**src/rtl/sig_exp_pkg.sv**
```systemverilog
// Shared constants for the multi-channel signal expansioner: default sizes,
// channel state encoding and the pulse-length mapping helper.
package sig_exp_pkg;

    localparam int CH_NUM_DEF = 4;
    localparam int LEN_W_DEF  = 5;

    localparam logic ST_IDLE   = 1'b0;
    localparam logic ST_ACTIVE = 1'b1;

    // A programmed length of zero still produces a single-cycle pulse.
    function automatic logic [31:0] len_eff_f(input logic [31:0] len);
        return (len == 32'd0) ? 32'd1 : len;
    endfunction

endpackage

```
**src/rtl/sig_exp_channel.sv**
```systemverilog
// One expansioner channel: rising-edge detect, pulse down-counter and drop flag.
// SIG_EXP_OR_OUT_EN exposes the next-state output so the top can register an OR.
module sig_exp_channel
    import sig_exp_pkg::*;
#(
    parameter int LEN_W = LEN_W_DEF
) (
    input  logic             clk_i,
    input  logic             rst_i,
    input  logic             enable_i,
    input  logic [LEN_W-1:0] len_i,
    input  logic             retrig_i,
    input  logic             sig_i,
    output logic             sig_out_o,
    output logic             drop_o
`ifdef SIG_EXP_OR_OUT_EN
    ,
    output logic             sig_out_d_o
`endif
);

    logic             sig_d_q;
    logic             state_q, state_d;
    logic [LEN_W-1:0] cnt_q, cnt_d;
    logic             drop_q, drop_d;
    logic             edge_det;
    logic [LEN_W-1:0] load_val;

    assign edge_det = sig_i & ~sig_d_q & enable_i;
    assign load_val = LEN_W'(len_eff_f(32'(len_i)) - 32'd1);

    always_comb begin
        state_d = state_q;
        cnt_d   = cnt_q;
        drop_d  = 1'b0;
        case (state_q)
            ST_IDLE: begin
                if (edge_det) begin
                    state_d = ST_ACTIVE;
                    cnt_d   = load_val;
                end
            end
            default: begin
                // An edge on the final cycle extends the pulse in either mode.
                if (edge_det && (retrig_i || cnt_q == '0)) begin
                    cnt_d = load_val;
                end else begin
                    drop_d = edge_det;
                    if (cnt_q == '0) begin
                        state_d = ST_IDLE;
                    end else begin
                        cnt_d = cnt_q - LEN_W'(1);
                    end
                end
            end
        endcase
    end

    always_ff @(posedge clk_i) begin
        if (rst_i) begin
            sig_d_q <= 1'b0;
            state_q <= ST_IDLE;
            cnt_q   <= '0;
            drop_q  <= 1'b0;
        end else begin
            sig_d_q <= sig_i;
            state_q <= state_d;
            cnt_q   <= cnt_d;
            drop_q  <= drop_d;
        end
    end

    assign sig_out_o = state_q;
    assign drop_o    = drop_q;
`ifdef SIG_EXP_OR_OUT_EN
    assign sig_out_d_o = state_d;
`endif

endmodule

```
**src/rtl/multi_signal_expansioner.sv**
```systemverilog
// CH_NUM independent pulse stretchers with per-channel length and retrigger mode.
// SIG_EXP_OR_OUT_EN adds a registered SIG_OR output aligned with SIG_OUT.
module multi_signal_expansioner
    import sig_exp_pkg::*;
#(
    parameter int CH_NUM               = CH_NUM_DEF,
    parameter int MAX_EXTEND_LEN_WIDTH = LEN_W_DEF
) (
    input  logic                                   CLK,
    input  logic                                   RESET,
    input  logic                                   ENABLE,
    input  logic [CH_NUM*MAX_EXTEND_LEN_WIDTH-1:0] EXTEND_LEN,
    input  logic [CH_NUM-1:0]                      RETRIG,
    input  logic [CH_NUM-1:0]                      SIG_IN,
    output logic [CH_NUM-1:0]                      SIG_OUT,
    output logic [CH_NUM-1:0]                      TRIG_DROP
`ifdef SIG_EXP_OR_OUT_EN
    ,
    output logic                                   SIG_OR
`endif
);

`ifdef SIG_EXP_OR_OUT_EN
    logic [CH_NUM-1:0] sig_out_d;
    logic              sig_or_q;
`endif

    for (genvar c = 0; c < CH_NUM; c++) begin : g_ch
        sig_exp_channel #(
            .LEN_W(MAX_EXTEND_LEN_WIDTH)
        ) u_ch (
            .clk_i    (CLK),
            .rst_i    (RESET),
            .enable_i (ENABLE),
            .len_i    (EXTEND_LEN[c*MAX_EXTEND_LEN_WIDTH +: MAX_EXTEND_LEN_WIDTH]),
            .retrig_i (RETRIG[c]),
            .sig_i    (SIG_IN[c]),
            .sig_out_o(SIG_OUT[c]),
            .drop_o   (TRIG_DROP[c])
`ifdef SIG_EXP_OR_OUT_EN
            ,
            .sig_out_d_o(sig_out_d[c])
`endif
        );
    end

`ifdef SIG_EXP_OR_OUT_EN
    // Registering the OR of next states keeps SIG_OR glitch-free and aligned.
    always_ff @(posedge CLK) begin
        if (RESET) begin
            sig_or_q <= 1'b0;
        end else begin
            sig_or_q <= |sig_out_d;
        end
    end

    assign SIG_OR = sig_or_q;
`endif

endmodule

```
**config.mk**
```make
export PLATFORM = sky130hd
export DESIGN_NAME = multi_signal_expansioner
export DESIGN_NICKNAME = d
export VERILOG_FILES = /design/src/rtl/sig_exp_pkg.sv /design/src/rtl/sig_exp_channel.sv /design/src/rtl/multi_signal_expansioner.sv
export SDC_FILE = /design/constraint.sdc
export NUM_CORES = 1
export LEC_CHECK = 0
export ABC_AREA = 1
export CORE_MARGIN = 2
export CORE_UTILIZATION = 50
export CTS_BUF_LIST = sky130_fd_sc_hd__clkbuf_16
export CTS_CLUSTER_DIAMETER = 120
export DETAILED_ROUTE_END_ITERATION = 10
export HOLD_SLACK_MARGIN = 0.02
export PLACE_DENSITY_LB_ADDON = 0.2
export SETUP_SLACK_MARGIN = 0.1
export SLEW_MARGIN = 20
export SYNTH_ARGS = -nofsm -noshare
export SYNTH_HDL_FRONTEND = slang
export SYNTH_SLANG_ARGS = --single-unit
```
**constraint.sdc**
```tcl
create_clock -name CLK -period 3 [get_ports CLK]
set_input_delay 0.3 -clock CLK [delete_from_list [all_inputs] [get_ports CLK]]
set_output_delay 0.3 -clock CLK [all_outputs]
set_load 0.05 [all_outputs]
```
## Word-level counts from Yosys, hierarchy flattened

Index checks and enable logic that the tools add are counted.

- Bits in registers: 32
- Input port bits: 31
- Output and inout port bits: 8
- Logic and storage cells: 108

- Add/sub/neg operators: 8
- Eq/ne operators: 4
- Mux-type cells: 36
- Bitwise operators: 16
- Reductions and logical operators: 28

Operator list:

| kind | number |
|---|---|
| $mux 5 | 20 |
| $logic_not 5->1 | 8 |
| $sub 5x1->5 const B | 8 |
| $mux 1 | 16 |
| $ne 3x3->1 const B | 4 |
| $reduce_or 3->1 | 4 |
| $and 1x1->1 | 8 |
| $not 1->1 | 8 |
| $reduce_and 2->1 | 4 |
| $reduce_bool 2->1 | 4 |
| $logic_and 1x1->1 | 4 |
| $logic_or 1x1->1 | 4 |

## Depth between registers and ports, before layout

Gate-level depths: netlist of run 1.

- Word-level depth: 6
- Gate-level depth with buffers: 11
- Mapped depth without buffers: 11

## Cells and area by module

A second synthesis of run 1 with hierarchy kept.

- Cells, all modules: 328
- Area, all modules: 2377.3 um^2

By module, submodules not included:

| module | times used | cells each | area an instance (um^2) | seq. area each (um^2) |
|---|---|---|---|---|
| sig_exp_channel | 4 | 82 | 594.3 | 160.2 |

## Worst setup path before layout of run 1

Ideal clock, no wire load.

- Kind: input port to flip-flop
- From: input EXTEND_LEN[3]
- To: register g_ch[0].u_ch.cnt_q[4]
- Library setup time: 0.121 ns
- Arrival: 1.281 ns
- Required time: 2.879 ns
- Slack: 1.598 ns
- Cell stages on the path: 10
- Cells stage by stage: nor2_1 nand3_1 o21ai_0 inv_1 ha_1 nand2_1 xor2_1 nand2_1 nand3_1 o21ai_0

- Longest elaborated chain between the ends: 5
- Elaborated cells between the ends (all ways): 6

Ends and longest elaborated chain:

| item | RTL line | source |
|---|---|---|
| from (decl) | multi_signal_expansioner.sv:12 | `input logic [CH_NUM*MAX_EXTEND_LEN_WIDTH-1:0] EXTEND_LEN,` |
| $logic_not 5->1 | sig_exp_pkg.sv:13 | `return (len == 32'd0) ? 32'd1 : len;` |
| $mux 5 (*) | sig_exp_pkg.sv:13 |  |
| $sub 5x1->5 (*) | sig_exp_channel.sv:30 | `assign load_val = LEN_W'(len_eff_f(32'(len_i)) - 32'd1);` |
| $mux 5, on equally long branches | sig_exp_channel.sv:38, sig_exp_channel.sv:45 |  |
| $mux 5 (*) | sig_exp_channel.sv:36 | `case (state_q)` |
| to (signal assigned) | sig_exp_channel.sv:68 | `cnt_q <= cnt_d;` |
| to (decl) | sig_exp_channel.sv:24 | `logic [LEN_W-1:0] cnt_q, cnt_d;` |

Every way passes the cells marked *; elsewhere a longest branch is shown, timed or not. The select of a mux whose other input is x is not followed.
A chain may end at the register's enable or synchronous reset.

## Worst setup path after layout of run 1

- From: register g_ch[0].u_ch.state_q
- To: output SIG_OUT[0]

RTL lines:

| item | RTL line | source |
|---|---|---|
| from (decl) | sig_exp_channel.sv:23 | `logic state_q, state_d;` |
| from (signal assigned) | sig_exp_channel.sv:67 | `state_q <= state_d;` |
| to (decl) | multi_signal_expansioner.sv:15 | `output logic [CH_NUM-1:0] SIG_OUT,` |

No word-level cell between the ends.

==> results of run 1 <==
## synth_stat cells
master	count	area [um^2]
nor2_2	3	18.8
nand2_2	5	31.3
nand2_4	5	56.3
buf_2	2	10.0
inv_2	4	15.0
o21ai_1	3	15.0
xnor2_1	7	61.3
nand3_1	40	200
nor3_2	1	10.0
o21ai_2	4	35.0
ha_1	8	100
dfxtp_1	32	641
xor2_1	4	35.0
a21oi_1	1	5.00
inv_1	52	195
buf_4	8	60.1
nor3_4	4	65.1
nor3_1	1	5.00
o31ai_1	1	7.51
nand4_1	1	6.26
nor2_1	21	78.8
or2_2	1	6.26
nand2_1	85	319
nor2_4	6	67.6
nand3b_1	1	7.51
o211ai_1	1	7.51
o21ai_0	14	70.1
## power by group
part           total, W  internal [W]  switching [W]
sequential     0.000481      0.000456      0.0000249
clock          0.000571      0.000387       0.000184
combinational  0.000299      0.000130       0.000169
## worst max-delay path by stage
stage | startpoint | to | slack [ps] | cells past startpoint
3_3_place_gp | EXTEND_LEN[2] | g_ch[0].u_ch.cnt_q[4]$_SDFFE_PP0P_ | 1010 | 11
5_1_grt | EXTEND_LEN[12] | g_ch[2].u_ch.cnt_q[4]$_SDFFE_PP0P_ | 1040 | 11
3_5_place_dp | EXTEND_LEN[2] | g_ch[0].u_ch.cnt_q[4]$_SDFFE_PP0P_ | 990 | 11
2_1_floorplan | EXTEND_LEN[3] | g_ch[0].u_ch.cnt_q[4]$_SDFFE_PP0P_ | 1600 | 10
6_report | g_ch[0].u_ch.sig_out_o$_SDFF_PP0_ | SIG_OUT[0] | 1140 | 1
4_1_cts | g_ch[0].u_ch.sig_out_o$_SDFF_PP0_ | SIG_OUT[0] | 1120 | 1
## metal layers
| metal | vias to the layer above | track usage [%] |
|---|---|---|
| li1 | 1041 | - |
| met5 | - | 0 |
| met2 | 26 | 29.9 |
| met4 | 0 | 7.19 |
| met3 | 7 | 4.80 |
| met1 | 800 | 23.8 |
## cells by family after synthesis
group           count (synthesis)  share of synthesized area [%]
simple gates                  174                           41.0
flops                          32                           30.1
compound gates                 24                           6.58
fa+ha+maj                       8                           4.70
xor+xnor                       11                           4.52
buf+inv                        66                           13.2
## state kept, by name, indices dropped and copies added (netlist names)
register / count
g_ch.u_ch.drop_o: 4
g_ch.u_ch.sig_d_q: 4
g_ch.u_ch.cnt_q: 20
g_ch.u_ch.sig_out_o: 4
## per-stage QoR
| step | util (%) | instances | power, W | hold slack [ps] | instance area, um^2 |
|---|---|---|---|---|---|
| 2_1_floorplan | - | 315 | 0.000707 | 437 | 2130 |
| 3_3_place_gp | 61.7 | 393 | 0.000785 | 453 | 2500 |
| 3_5_place_dp | 61.7 | 393 | 0.000790 | 464 | 2500 |
| 4_1_cts | 65.7 | 401 | 0.00137 | 473 | 2670 |
| 5_1_grt | 65.7 | 401 | 0.00143 | 483 | 2670 |
| 6_report | 65.7 | 401 | 0.00135 | 471 | 2670 |
## area by class of cell
type | instances | area (um^2)
tap | 50 | 62.6
clock buffer | 5 | 125
clock inverter | 3 | 38.8
timing repair buffer | 38 | 380
fill | 367 | 1390
multi-input combinational | 217 | 1210
inverter | 56 | 210
sequential | 32 | 641
==> impl_metrics.csv, run 1 <==
group,metric,value,unit
sta,rsz0062_at_grt,"no",
clocking,cts_setup_buffers,0,
sta,hold_violations,0,
die,die_h,69.3,um
hold_path,min_path_type,"reg -> reg",
global_route,antenna_found_initial,0,
layout,mostFrequentLayoutCells,"85 x nand2_1, 53 x inv_1, 40 x nand3_1",
power,p_leak,1.32,nW
die,dieArea,4800,um^2
placed_design,finalWeightedCongestion,0.822,
die,core.rowCount,23,
power,vdd_drop_max,0.406,mV
yosys,syn_avg_cell_area,6.76,um^2
clocking,cts-htree-levels,2,
layout,fin_nets,389,
power,pwr_density_cell,507,nW/um^2
routing,drtPass1Iterations,4,
global_route,grt_pass1_vias,1767,
worst_setup_path,path_cells,"clkdlybuf4s50_1",
clocking,cts_hold_buf,0,
worst_setup_path,slowest_stage,"clkdlybuf4s50_1",
worst_setup_path,cp-start-kind,"flop",
worst_setup_path,r2r-end,"g_ch[2].u_ch.cnt_q[3]$_SDFFE_PP0P_",
die,pin_count,39,
worst_setup_path,end_kind,"output pin",
routing,met3WireLength,133,um
layout,layout_commonest_cell,"nand2_1",
hold_path,worstHoldPathCells,2,
yosys,synth_nets,354,
sta,fin_ws,1140,ps
sta,drv_slew,0,
flow_run,cap_violations,0,
routing,wl_met2,1.73,mm
yosys,ys_seq_elements,32,
yosys,synth_area,2130,um^2
layout,drive_gt1_share,11.4,%
sta,fmax,537,MHz
routing,remaining_drc_errors,0,
clocking,clock_path_buffers,2,
clocking,cts_resized,0,
hold_path,hp-start,"g_ch[2].u_ch.cnt_q[1]$_SDFFE_PP0P_",
clocking,cts_tree,"yes",
global_route,grt_pass1_wl,7.33,mm
routing,drt_iter0_drc,77,
layout,syn2layout_area_growth,25.2,%
worst_setup_path,path_buf_inv,1,
clocking,cts_sinks,32,
routing,top_layer,"met4",
sta,fin_crit_sh,62.1,%
yosys,syn_inst,315,
yosys,synth-seq-area-share,30.1,%
run_status,run_status,"complete, no violations",
worst_setup_path,worstPathMaxFanout,6,
clocking,numCtsBuffers,5,
placed_design,hpwl,3.17,mm
routing,wl_per_cell,9.72,um
yosys,yosysUniqueCellTypes,27,
routing,via_count,1874,
routing,wl_met1,1.97,mm
routing,via_per_inst,4.67,
routing,drt_wl_total,3.90,mm
sta,finalSetupViolations,0,
worst_setup_path,cpLargestDelayFamily,"buffers and inverters",
layout,antenna_cells,0,
worst_setup_path,crit_required,2700,ps
global_route,grt_use_total,18.6,%
worst_setup_path,rrSetupSlack,1510,ps
sta,relSlewSlack,56.7,%
clocking,clk_pin_slew,50,ps
sta,finClkSkew,4.00,ps
routing,ant_nets,0,
placed_design,io_buffers,38,
die,dieWidth,69.3,um
die,coreArea,4060,um^2
sta,layout_min_cycle_time,1860,ps
die,initial_core_util,52.5,%
sta,tns,0,ps
placed_design,detailedPlace.worstSlack,986,ps
global_route,grt_max_degree,13,
clocking,clk_latency,280,ps
global_route,grt-ovfl-total,0,
worst_setup_path,cp_slowest_stage_delay,840,ps
clocking,cts-root-buf,"clkbuf_16",
hold_path,whs_endpoint,"g_ch[2].u_ch.cnt_q[1]$_SDFFE_PP0P_",
sta,worstMarginPinSlew,647,ps
yosys,yosys_warnings,0,
worst_setup_path,worst_ep_arrival_time,1560,ps
worst_setup_path,worstReg2RegStart,"g_ch[2].u_ch.cnt_q[0]$_SDFFE_PP0P_",
worst_setup_path,worstSetupPathType,"reg -> out",
worst_setup_path,reg2reg_depth,10,
(Power assumes the default switching activity.)
==> inputs of run 2 (changes only) <==
--- a/config.mk
+++ b/config.mk
@@ -7,7 +7,7 @@
 export LEC_CHECK = 0
 export ABC_AREA = 1
 export CORE_MARGIN = 2
-export CORE_UTILIZATION = 50
+export CORE_UTILIZATION = 47
 export CTS_BUF_LIST = sky130_fd_sc_hd__clkbuf_16
 export CTS_CLUSTER_DIAMETER = 120
 export DETAILED_ROUTE_END_ITERATION = 10
==> constraint.sdc (replaced) <==
create_clock -name CLK -period 1.7 [get_ports CLK]
set_input_delay 0.17 -clock CLK [delete_from_list [all_inputs] [get_ports CLK]]
set_output_delay 0.17 -clock CLK [all_outputs]
set_load 0.05 [all_outputs]
==> run 2 against run 1 <==
Compared with the run above: first-iteration DRC count decreased by 14%; clock skew about the same; cell count increased by 5.5%; clock power increased by 45%; critical path depth unchanged; sequential power increased by 77%; combinational power increased by 93%; routed wire length increased by 7.7%; setup slack got worse by 970 ps; register-to-register slack got worse by 1300 ps; hold slack got worse by 61 ps; final area increased by 6.9%; critical path type unchanged; largest cell class unchanged; highest routed layer unchanged.
==> impl_metrics.csv, run 2 (synthesis gave the netlist of run 1 again) <==
group,metric,value,unit
power,vdd_drop_max,0.479,mV
worst_setup_path,worst_ep_arrival_time,1360,ps
run_status,run_status,"complete, no violations",
worst_setup_path,cpLargestDelayFamily,"buffers and inverters",
sta,layout_min_cycle_time,1530,ps
global_route,grt.met3_usage,4.64,%
die,core.rowCount,24,
sta,rsz0062_at_grt,"yes",
layout,final_cell_count_no_fill,423,
hold_path,min_path_type,"in -> reg",
global_route,grt_use_total,18.1,%
clocking,clock_path_buffers,2,
sta,fin_ws,167,ps
die,dieWidth,71.3,um
power,pwr_density_cell,791,nW/um^2
sta,hold_violations,0,
global_route,antenna_found_initial,0,
sta,fin_crit_sh,90.2,%
worst_setup_path,r2r-end,"g_ch[3].u_ch.cnt_q[2]$_SDFFE_PP0P_",
routing,drtPass1Iterations,4,
placed_design,hpwl,3.26,mm
sta,worst_hold_slack,410,ps
hold_path,whs_endpoint,"g_ch[0].u_ch.cnt_q[4]$_SDFFE_PP0P_",
placed_design,detailedPlace.worstSlack,-140,ps
sta,fmax,652,MHz
worst_setup_path,path_buf_inv,1,
sta,drv_slew,0,
worst_setup_path,path_cells,"clkdlybuf4s50_1",
flow_run,cap_violations,0,
global_route,grt-ovfl-total,0,
placed_design,placed_cells,414,
clocking,cts_sinks,32,
global_route,grt_pass1_wl,7.58,mm
layout,drive_gt1_share,20.8,%
worst_setup_path,crit_required,1530,ps
placed_design,io_buffers,38,
worst_setup_path,worstReg2RegStart,"g_ch[3].u_ch.cnt_q[0]$_SDFFE_PP0P_",
layout,largest_reg_flops,20,
routing,remaining_drc_errors,0,
global_route,grt_max_degree,13,
layout,antenna_cells,0,
worst_setup_path,rrSetupSlack,260,ps
sta,finalSetupViolations,0,
hold_path,worstHoldPathCells,7,
hold_path,hp-start,"EXTEND_LEN[3]",
worst_setup_path,reg2reg_depth,10,
die,coreArea,4350,um^2
clocking,cts-root-buf,"clkbuf_16",
routing,drt_iter0_drc,66,
die,pin_count,39,
global_route,grt_pass1_vias,1897,
sta,relSlewSlack,67.3,%
layout,mostFrequentLayoutCells,"85 x nand2_1, 50 x inv_1, 37 x nand3_1",
worst_setup_path,cp-start-kind,"flop",
layout,layout_commonest_cell,"nand2_1",
power,p_leak,1.45,nW
global_route,grt_use_met2,30.1,%
global_route,gr-usage-met1,22.8,%
die,initial_core_util,48.9,%
worst_setup_path,cp_slowest_stage_delay,790,ps
die,dieArea,5090,um^2
layout,syn2layout_area_growth,33.8,%
worst_setup_path,slowest_stage,"clkdlybuf4s50_1",
clocking,numCtsBuffers,5,
worst_setup_path,end_kind,"output pin",
routing,via_count,2022,
routing,drt_wl_total,4.20,mm
global_route,top_usage_layer,"met2",
worst_setup_path,worstPathMaxFanout,1,
clocking,cts-htree-levels,2,
layout,fin_nets,410,
die,die_h,71.3,um
routing,ant_nets,0,
clocking,cts_tree,"yes",
placed_design,finalWeightedCongestion,0.804,
sta,finClkSkew,4.06,ps
routing,wl_per_cell,9.92,um
routing,via_per_inst,4.78,
clocking,clk_pin_slew,50,ps
sta,worstMarginPinSlew,489,ps
layout,top_register,"g_ch.u_ch.cnt_q",
worst_setup_path,worstSetupPathType,"reg -> out",
layout,post-route-util,65.4,%
clocking,clk_latency,270,ps
## run 2: changes by cell type in the layout (fill, tap and decap cells not counted), sizes merged
| cell | before | now |
|---|---|---|
| clkdlybuf4s50 | 38 | 29 |
| inv | 57 | 56 |
| clkinv | 1 | 2 |
| dlymetal6s2s | 0 | 5 |
| buf | 0 | 25 |
| bufinv | 1 | 0 |
## run 2: per-layer routing
metal / routed length, um / up-vias
met1: 1980 / 908
met5: 0 / -
met4: 48 / 0
met3: 140 / 6
met2: 2030 / 20
li1: - / 1088
## run 2: worst max-delay path by stage
| stage | cells after the start | end | startpoint |
|---|---|---|---|
| finish | 1 | TRIG_DROP[2] | g_ch[2].u_ch.drop_o$_SDFF_PP0_ |
| detailed placement | 11 | g_ch[0].u_ch.cnt_q[4]$_SDFFE_PP0P_ | EXTEND_LEN[3] |
| floorplan | 10 | g_ch[2].u_ch.cnt_q[3]$_SDFFE_PP0P_ | g_ch[2].u_ch.cnt_q[0]$_SDFFE_PP0P_ |
| global placement | 11 | g_ch[3].u_ch.cnt_q[4]$_SDFFE_PP0P_ | EXTEND_LEN[18] |
| global route | 11 | g_ch[0].u_ch.cnt_q[3]$_SDFFE_PP0P_ | g_ch[0].u_ch.cnt_q[1]$_SDFFE_PP0P_ |
| CTS | 11 | g_ch[1].u_ch.cnt_q[4]$_SDFFE_PP0P_ | EXTEND_LEN[8] |
## run 2: final cells by class
cell class                      count  area [um^2]
Clock buffer                        5          125
Multi-Input combinational cell    217         1260
Sequential cell                    32          641
Clock inverter                      2         7.51
Inverter                           56          210
Fill cell                         364         1510
Timing Repair Buffer               59          541
Tap cell                           52         65.1
## run 2: metrics by stage
stage | setup TNS [ps] | area, um^2 | power [W]
finish | 0 | 2850 | 0.00225
global route | 0 | 2850 | 0.00239
CTS | 0 | 2770 | 0.00227
detailed placement | -738 | 2640 | 0.00143
global placement | -428 | 2640 | 0.00142
floorplan | 0 | 2130 | 0.00125
## run 2: what timing repair did
action / 4_1_cts / 5_1_grt
endpoints found under the hold margin: 0 / 0
resized for setup: 0 / 25
setup buffers: 0 / 2
setup endpoints to repair: 0 / 11
hold buffers: 0 / 0
## run 2: power breakdown
| part | leakage (nW) | switching, W | internal (W) | total (W) |
|---|---|---|---|---|
| Combinational | 1.12 | 0.000316 | 0.000261 | 0.000577 |
| Clock | 0.0648 | 0.000304 | 0.000523 | 0.000827 |
| Sequential | 0.262 | 0.0000447 | 0.000806 | 0.000850 |
| Total | 1.45 | 0.000665 | 0.00159 | 0.00225 |
==> inputs of run 3 (changes only) <==
--- a/config.mk
+++ b/config.mk
@@ -7,12 +7,15 @@
 export LEC_CHECK = 0
 export ABC_AREA = 1
 export CORE_MARGIN = 2
-export CORE_UTILIZATION = 47
+export CORE_UTILIZATION = 50
 export CTS_BUF_LIST = sky130_fd_sc_hd__clkbuf_16
 export CTS_CLUSTER_DIAMETER = 120
 export DETAILED_ROUTE_END_ITERATION = 10
+export DONT_BUFFER_PORTS = 1
+export GPL_TIMING_DRIVEN = 0
 export HOLD_SLACK_MARGIN = 0.02
 export PLACE_DENSITY_LB_ADDON = 0.2
+export RECOVER_POWER = 25
 export SETUP_SLACK_MARGIN = 0.1
 export SLEW_MARGIN = 20
 export SYNTH_ARGS = -nofsm -noshare
==> run 3 against run 2 <==
Compared with the run above: via count shrank 11%; sequential share of layout area grew 5.3 points; setup slack gained 97 ps; routed wire length shrank 7.5%; clock power is essentially flat; fmax grew 6.7%; flip-flop and latch count is the same; critical path type is now reg -> reg; critical endpoint is now g_ch[0].u_ch.cnt_q[1]$_SDFFE_PP0P_; highest routed layer unchanged.
==> impl_metrics.csv, run 3 (synthesis gave the netlist of run 1 again) <==
group,metric,value,unit
clocking,cts-root-buf,"clkbuf_16",
die,core.rowCount,23,
global_route,antenna_found_initial,0,
sta,relSlewSlack,51.0,%
layout,layout_commonest_cell,"nand2_1",
routing,via_count,1807,
worst_setup_path,slowest_stage,"dfxtp_1",
die,dieArea,4800,um^2
worst_setup_path,path_buf_inv,2,
die,pin_count,39,
layout,largest_reg_flops,20,
sta,finClkSkew,4.71,ps
sta,finalSetupViolations,0,
sta,drv_slew,0,
clocking,numCtsBuffers,5,
sta,fmax,696,MHz
flow_run,cap_violations,0,
routing,ant_nets,0,
worst_setup_path,worst_ep_arrival_time,1600,ps
die,die_h,69.3,um
global_route,grt-ovfl-total,0,
routing,remaining_drc_errors,0,
die,coreArea,4060,um^2
worst_setup_path,end_kind,"flop",
layout,drive_gt1_share,13.4,%
sta,fin_crit_sh,84.5,%
routing,drtPass1Iterations,4,
clocking,clk_latency,270,ps
power,p_leak,1.18,nW
sta,layout_min_cycle_time,1440,ps
layout,fillers,401,
clocking,clock_path_buffers,2,
placed_design,placed_cells,365,
clocking,cts_tree,"yes",
routing,drt_wl_total,3.88,mm
worst_setup_path,worstPathMaxFanout,7,
die,dieWidth,69.3,um
global_route,grt_pass1_vias,1650,
placed_design,hpwl,3.04,mm
worst_setup_path,crit_required,1870,ps
global_route,grt_use_total,17.6,%
worst_setup_path,cp-start-kind,"flop",
sta,hold_violations,0,
placed_design,finalWeightedCongestion,0.838,
run_status,run_status,"complete, no violations",
layout,syn2layout_area_growth,8.34,%
clocking,cts-htree-levels,2,
placed_design,io_buffers,0,
layout,fin_nets,361,
clocking,cts_sinks,32,
sta,worstMarginPinSlew,735,ps
routing,via_per_inst,4.86,
global_route,grt_max_degree,11,
global_route,grt_pass1_wl,6.93,mm
die,initial_core_util,52.5,%
clocking,cts_hold_buf,0,
sta,tns,0,ps
worst_setup_path,cpLargestDelayFamily,"simple AND/OR/NAND/NOR gates",
power,vdd_drop_max,0.489,mV
routing,wl_per_cell,10.4,um
layout,mostFrequentLayoutCells,"85 x nand2_1, 52 x inv_1, 40 x nand3_1",
worst_setup_path,worstSetupPathType,"reg -> reg",
layout,top_register,"g_ch.u_ch.cnt_q",
power,post-layout-total-power,0.00213,W
clocking,clk_pin_slew,50,ps
worst_setup_path,path_cells,"inv_1 > ha_1 > nand3_1 > nand2_1 > nand2_4 > nand2_4 > inv_1 > nand2_1 > nand3_1 > o21ai_2",
hold_path,min_path_type,"in -> reg",
power,pwr_density_cell,923,nW/um^2
sta,rsz0062_at_grt,"yes",
layout,antenna_cells,0,
layout,final_cell_count_no_fill,372,
worst_setup_path,cp_slowest_stage_delay,370,ps
routing,drt_iter0_drc,76,
==> run 3: cell types whose count changed in the layout (fill, tap and decap cells not counted), moves of 4 or more <==
cell,change
dlymetal6s2s_1,-5
clkdlybuf4s50_1,-29
clkbuf_1,+7
buf_4,-23
o21ai_0,+4
==> run 3: repair_timing <==
item / 4_1_cts / 5_1_grt
resized for setup: 0 / 2
setup buffers: 0 / 0
setup endpoints to repair: 0 / 3
hold endpoints to repair: 0 / 0
==> run 3: layout make-up <==
cell class / instances / area, um^2 / share of cell area, %
Tap cell: 50 / 62.6 / 2.71
Clock buffer: 5 / 125 / 5.42
Buffer: 10 / 46.3 / 2.01
Clock inverter: 2 / 8.76 / 0.380
Sequential cell: 32 / 641 / 27.8
Multi-Input combinational cell: 217 / 1210 / 52.6
Inverter: 56 / 210 / 9.11
==> run 3: per-layer routing <==
layer | vias up | routed length, um | track usage, %
met1 | 785 | 1870 | 22.4
met5 | - | 0 | 0
met2 | 29 | 1830 | 28.1
li1 | 987 | - | -
met3 | 6 | 128 | 4.94
met4 | 0 | 63 | 7.19
==> run 3: worst paths after layout <==
kind / cells after the start / end / startpoint / slack (ps)
worst min register to register: 2 / g_ch[2].u_ch.cnt_q[4]$_SDFFE_PP0P_ / g_ch[2].u_ch.cnt_q[4]$_SDFFE_PP0P_ / 470
worst max-delay path: 10 / g_ch[0].u_ch.cnt_q[1]$_SDFFE_PP0P_ / g_ch[0].u_ch.cnt_q[0]$_SDFFE_PP0P_ / 260
worst min-delay path: 2 / g_ch[2].u_ch.sig_d_q$_SDFF_PP0_ / SIG_IN[2] / 70
worst max register to register: 10 / g_ch[0].u_ch.cnt_q[1]$_SDFFE_PP0P_ / g_ch[0].u_ch.cnt_q[0]$_SDFFE_PP0P_ / 260
==> run 3: report_power, final <==
| part | internal (W) | switching (W) |
|---|---|---|
| logic | 0.000167 | 0.000285 |
| registers | 0.000806 | 0.0000434 |
| clock network | 0.000525 | 0.000303 |
==> run 3: per-stage QoR <==
stage          hold WS, ps  setup WS, ps  instance area (um^2)  util, %
2_1_floorplan          323           404                  2130        -
4_1_cts               66.7           240                  2330     57.3
3_5_place_dp           353           259                  2190     54.0
3_3_place_gp           346           265                  2190     54.0
5_1_grt               90.4          94.0                  2310     56.9
6_report              73.4           264                  2310     56.9
